**config.mk**
```make
export PLATFORM = sky130hd
export DESIGN_NAME = bp_me_dma_arb
export DESIGN_NICKNAME = d
export VERILOG_FILES = /design/src/rtl/bp_me_dma_arb.sv
export SDC_FILE = /design/constraint.sdc
export NUM_CORES = 1
export LEC_CHECK = 0
export CORE_AREA = 2 2 204 206
export DETAILED_ROUTE_END_ITERATION = 10
export DIE_AREA = 0 0 206 208
export HOLD_SLACK_MARGIN = 0.05
export SYNTH_ARGS = -nofsm -noshare
export SYNTH_HDL_FRONTEND = slang
export SYNTH_SLANG_ARGS = --single-unit
```
**constraint.sdc**
```tcl
create_clock -name clk_i -period 1.3 [get_ports clk_i]
set_input_delay 0.26 -clock clk_i [delete_from_list [all_inputs] [get_ports clk_i]]
set_output_delay 0.26 -clock clk_i [all_outputs]
set_load 0.02 [all_outputs]
```
**src/rtl/bp_me_dma_arb.sv**
```systemverilog
// Two-requester DMA arbiter (cache = 0, bypass = 1) sharing one packet, write and fill channel.
// Define BP_ME_DMA_ARB_RR_EN for round-robin tie-breaking; the default build uses fixed priority to bypass.
module bp_me_dma_arb #(
  parameter int addr_width_p  = 40,
  parameter int data_width_p  = 64,
  parameter int block_beats_p = 8
) (
  input  logic                                clk_i,
  input  logic                                reset_i,

  input  logic [1:0][addr_width_p:0]          req_dma_pkt_i,
  input  logic [1:0]                          req_dma_pkt_v_i,
  output logic [1:0]                          req_dma_pkt_ready_and_o,

  input  logic [1:0][data_width_p-1:0]        req_dma_data_i,
  input  logic [1:0]                          req_dma_data_v_i,
  output logic [1:0]                          req_dma_data_ready_and_o,

  output logic [1:0][data_width_p-1:0]        req_dma_data_o,
  output logic [1:0]                          req_dma_data_v_o,
  input  logic [1:0]                          req_dma_data_ready_and_i,

  output logic [addr_width_p:0]               dma_pkt_o,
  output logic                                dma_pkt_v_o,
  input  logic                                dma_pkt_ready_and_i,

  output logic [data_width_p-1:0]             dma_data_o,
  output logic                                dma_data_v_o,
  input  logic                                dma_data_ready_and_i,

  input  logic [data_width_p-1:0]             dma_data_i,
  input  logic                                dma_data_v_i,
  output logic                                dma_data_ready_and_o
);

  localparam int pkt_w = addr_width_p + 1;
  localparam int cnt_w = $clog2(block_beats_p + 1);
  localparam logic [cnt_w-1:0] last_beat = cnt_w'(block_beats_p - 1);

  typedef enum logic [1:0] {e_idle, e_pkt, e_write, e_read} state_e;

  state_e           state_r;
  logic             grant_r;
  logic [cnt_w-1:0] cnt_r;
  logic             winner;
  logic             pkt_hs, wr_hs, rd_hs;

`ifdef BP_ME_DMA_ARB_RR_EN
  logic last_r;
  assign winner = (&req_dma_pkt_v_i) ? ~last_r : req_dma_pkt_v_i[1];
`else
  assign winner = req_dma_pkt_v_i[1];
`endif

  // NOTE: every output gets a default before the state-qualified overrides so no latch is inferred.
  always_comb begin
    dma_pkt_o                = req_dma_pkt_i[grant_r];
    dma_pkt_v_o              = (state_r == e_pkt) & req_dma_pkt_v_i[grant_r];
    req_dma_pkt_ready_and_o  = '0;
    dma_data_o               = req_dma_data_i[grant_r];
    dma_data_v_o             = (state_r == e_write) & req_dma_data_v_i[grant_r];
    req_dma_data_ready_and_o = '0;
    req_dma_data_o           = {dma_data_i, dma_data_i};
    req_dma_data_v_o         = '0;
    dma_data_ready_and_o     = (state_r == e_read) & req_dma_data_ready_and_i[grant_r];

    if (state_r == e_pkt)   req_dma_pkt_ready_and_o[grant_r]  = dma_pkt_ready_and_i;
    if (state_r == e_write) req_dma_data_ready_and_o[grant_r] = dma_data_ready_and_i;
    if (state_r == e_read)  req_dma_data_v_o[grant_r]         = dma_data_v_i;
  end

  assign pkt_hs = dma_pkt_v_o  & dma_pkt_ready_and_i;
  assign wr_hs  = dma_data_v_o & dma_data_ready_and_i;
  assign rd_hs  = dma_data_v_i & dma_data_ready_and_o;

  // NOTE: state uses non-blocking assignments so every register samples pre-edge values.
  // NOTE: reset is asynchronous; all handshake outputs decode from state_r, so they drop with it.
  always_ff @(posedge clk_i or posedge reset_i) begin
    if (reset_i) begin
      state_r <= e_idle;
      grant_r <= 1'b0;
      cnt_r   <= '0;
`ifdef BP_ME_DMA_ARB_RR_EN
      last_r  <= 1'b1;
`endif
    end else begin
      case (state_r)
        e_idle: if (|req_dma_pkt_v_i) begin
          grant_r <= winner;
          state_r <= e_pkt;
`ifdef BP_ME_DMA_ARB_RR_EN
          last_r  <= winner;
`endif
        end
        e_pkt: if (pkt_hs) begin
          cnt_r   <= '0;
          state_r <= req_dma_pkt_i[grant_r][pkt_w-1] ? e_write : e_read;
        end
        e_write, e_read: if ((state_r == e_write) ? wr_hs : rd_hs) begin
          // Wrap to 0 on the final beat so the counter never exceeds block_beats_p-1.
          if (cnt_r == last_beat) begin
            cnt_r   <= '0;
            state_r <= e_idle;
          end else begin
            cnt_r   <= cnt_r + cnt_w'(1);
          end
        end
        default: state_r <= e_idle;
      endcase
    end
  end

endmodule

```
==> summary.txt <==
STA
  – Tmin final: 1.92 ns
  – Clk_skew: 0.00123 ns
  – Final period util: 148%
  – Setup violators final: 120
  – Count of final hold-check violations: 0
  – Worst-margin pin slew: 0.303 ns
  – PnR worst setup slack: -0.623 ns
  – Slew Limit Fails: 0
  – RSZ-0062 raised after global routing: true
  – Fmax: 520 MHz
  – Rel. slew slack: 79.8%

Finish
  – Antenna diode count: 0
  – Layout cells sized above 1: 53.6%
  – Final non-filler cell total: 1086
  – Synth-to-layout area growth: 117%
  – Nets: 841
  – Finished Cell Area: 6080 sq um

Setup path
  – Critical path arrival: 1.66 ns
  – Worst reg2reg path depth: 7
  – Setup CP Type: reg2out
  – Crit path launch type: register
  – Critical Path End Type: primary output
  – Worst-path fanout max: 5
  – R2R Path Start: grant_r
  – Reg-to-reg slack, setup: -0.52 ns
  – CP endpoint: dma_pkt_v_o
  – Beginning of the critical path: grant_r
  – Worst EP required: 1.04 ns
  – R2R Path End: cnt_r[3]

Detailed routing
  – Total number of vias: 3145
  – DRC errors left: 0
  – 1st-iter DRT viols: 88
  – Routed WL per cell: 13.2 um
  – Via density per instance: 2.90
  – Final wirelength: 14.3 mm
  – DRT Pass-1 Iters: 4
  – Post-route antenna net violation count: 0

Job
  – Max-cap violations: 0

Synth
  – Dominant cells by area after synthesis: mux2_2, buf_4, dfrtp_1
  – Commonest register cell after synthesis: dfrtp_1
  – FF+latch count, synth: 7
  – Biggest area consumer among synthesized cells: mux2_2
  – Synth cell count leaders: buf_4, mux2_2, buf_2, nor2_1, nand2_1
  – Count leader, synth: buf_4
  – Seq/Total Area, Yosys: 6.25%
  – Synth top area share: 41.4%
  – EDFF count, synth: 0
  – Syn Nets: 595
  – Synth Warn #: 0
  – Synth cell types: 35
  – Syn avg cell area: 9.07 sq um
  – Ys async rst share: 100%
  – Post-synthesis instance area: 2800 sq um
  – Mapped Cells: 309

CTS
  – CTS root buffer: clkbuf_16
  – Clk_lat worst skew: 0.23 ns
  – # H-tree levels: 1
  – Total CTS buffers: 3
  – CTS tree: built
  – Hold buffer count at cts: 0
  – CTS Buffer Depth: 2
  – Worst-path clk slew: 0.04 ns
  – CTS sink cnt: 7

Global routing
  – GR Util All Layers: 6.00%
  – Pin count of the biggest net entering global routing: 17
  – Global-route wire length before repair: 19.4 mm
  – Vias in the first global route: 3417
  – Global route total overflow: 0
  – Initial antenna violation count: 1

Status
  – Status: finished, violations left
  – Failing checks: setup timing

Place
  – Placed instance count: 1075
  – IO Port Bufs: 334
  – Pre-CTS setup slack: -0.678 ns
  – Hpwl dp: 12.7 mm
  – Placed Area: 6230 sq um
  – GP Congestion: 0.788

Floorplan
  – Die Height: 208 um
  – Initial core utilization: 6.91%
  – Core Region: 40600 sq um
  – Die width: 206 um
  – Cell row count: 74
  – # IOs: 527
  – Die footprint: 42800 sq um

Hold path
  – HP Class: in2async

Power and ir drop
  – Pwr Density: 519 nW/um^2
  – Lkg Pwr: 2.36 nW
  – Overall Power: 3.16 mW
  – Worst vdd ir: 355 uV
-- worst max-delay path, cell delays in order, from the launching register on --
cell and delay [ns]:
dfrtp_4 0.50, buf_4 0.15, buf_8 0.13, mux2_4 0.32, and3_4 0.19, buf_8 0.13
-- kinds of logic (layout without fill, tap and decap cells) --
group	count (synthesis)	after routing	share of synthesized area (%)
AO/OA/AOI/OAI	13	13	4.51
adder cells (fa/ha/maj)	1	1	0.446
buffers and inverters	146	391	38.5
flip-flops	7	7	6.25
multiplexers	108	108	44.0
AND/OR/NAND/NOR	34	34	6.30
-- area by class of cell --
| class | instances | area [sq um] |
|---|---|---|
| flip-flops and latches | 7 | 180 |
| well taps | 532 | 666 |
| inverters | 3 | 11.3 |
| fillers | 4633 | 34500 |
| clock buffers | 4 | 78.8 |
| repair buffers | 384 | 3430 |
| multi-input cells | 156 | 1710 |
-- per-stage QoR --
stage                     TNS [ns]  utilization [%]  hold WS, ns
after floorplan             -14.51                -       0.0634
after global placement      -70.48             15.4        0.505
after detailed placement    -69.94             15.4        0.511
after CTS                   -61.16             15.0        0.300
after global routing        -58.33             15.0        0.331
final                       -53.33             15.0        0.286
-- registers in the layout (all words and copies together) (netlist names) --
name and cells:
grant_r 1, cnt_r 4, state_r 2
-- worst min path at each step --
stage | from | end | slack, ns | cells after the start
detailed placement | cnt_r[1] | cnt_r[1] | 0.51 | 1
finish | reset_i | cnt_r[3] | 0.29 | 2
floorplan | reset_i | cnt_r[0] | 0.06 | 1
global route | reset_i | cnt_r[3] | 0.33 | 2
global placement | cnt_r[1] | cnt_r[1] | 0.50 | 1
CTS | reset_i | cnt_r[2] | 0.30 | 2
-- what timing repair did --
item	CTS	global route
pin swaps	5	5
hold endpoints to repair	0	0
gates resized for setup	375	117
buffers inserted	6	3
setup endpoints to repair	120	120
-- metal layers --
metal  vias to the layer above  share of wire (%)  global-route usage, %
met5                         -               0.24                   1.15
met4                         2                1.3                   1.13
met3                        23                 17                   3.40
met2                       335                 49                   10.7
met1                      1362                 33                   5.95
li1                       1423                  -                      -
-- power by group --
part / switching [mW] / leakage (nW) / internal (mW)
registers: 0.0411 / 0.0772 / 0.266
clock network: 0.126 / 0.0382 / 0.409
logic: 0.942 / 2.25 / 1.38
-- cell usage in the layout (no fill, tap or decap), types with 3 or more instances in the layout --
cell type        synthesis  routed
buf_12                   0       6
nor3_2                   1       3
nand3_1                  3       3
nor2_1                  10       4
clkdlybuf4s50_1          0     219
clkbuf_16                0       3
nand2_1                  9       8
buf_2                   10      63
buf_6                    5      26
dfrtp_1                  7       5
mux2_2                 103      85
nor2_4                   0       6
clkbuf_2                 0      15
buf_4                  128      49
mux2_4                   1      21
Note: power is estimated with default switching activity, not from simulation.
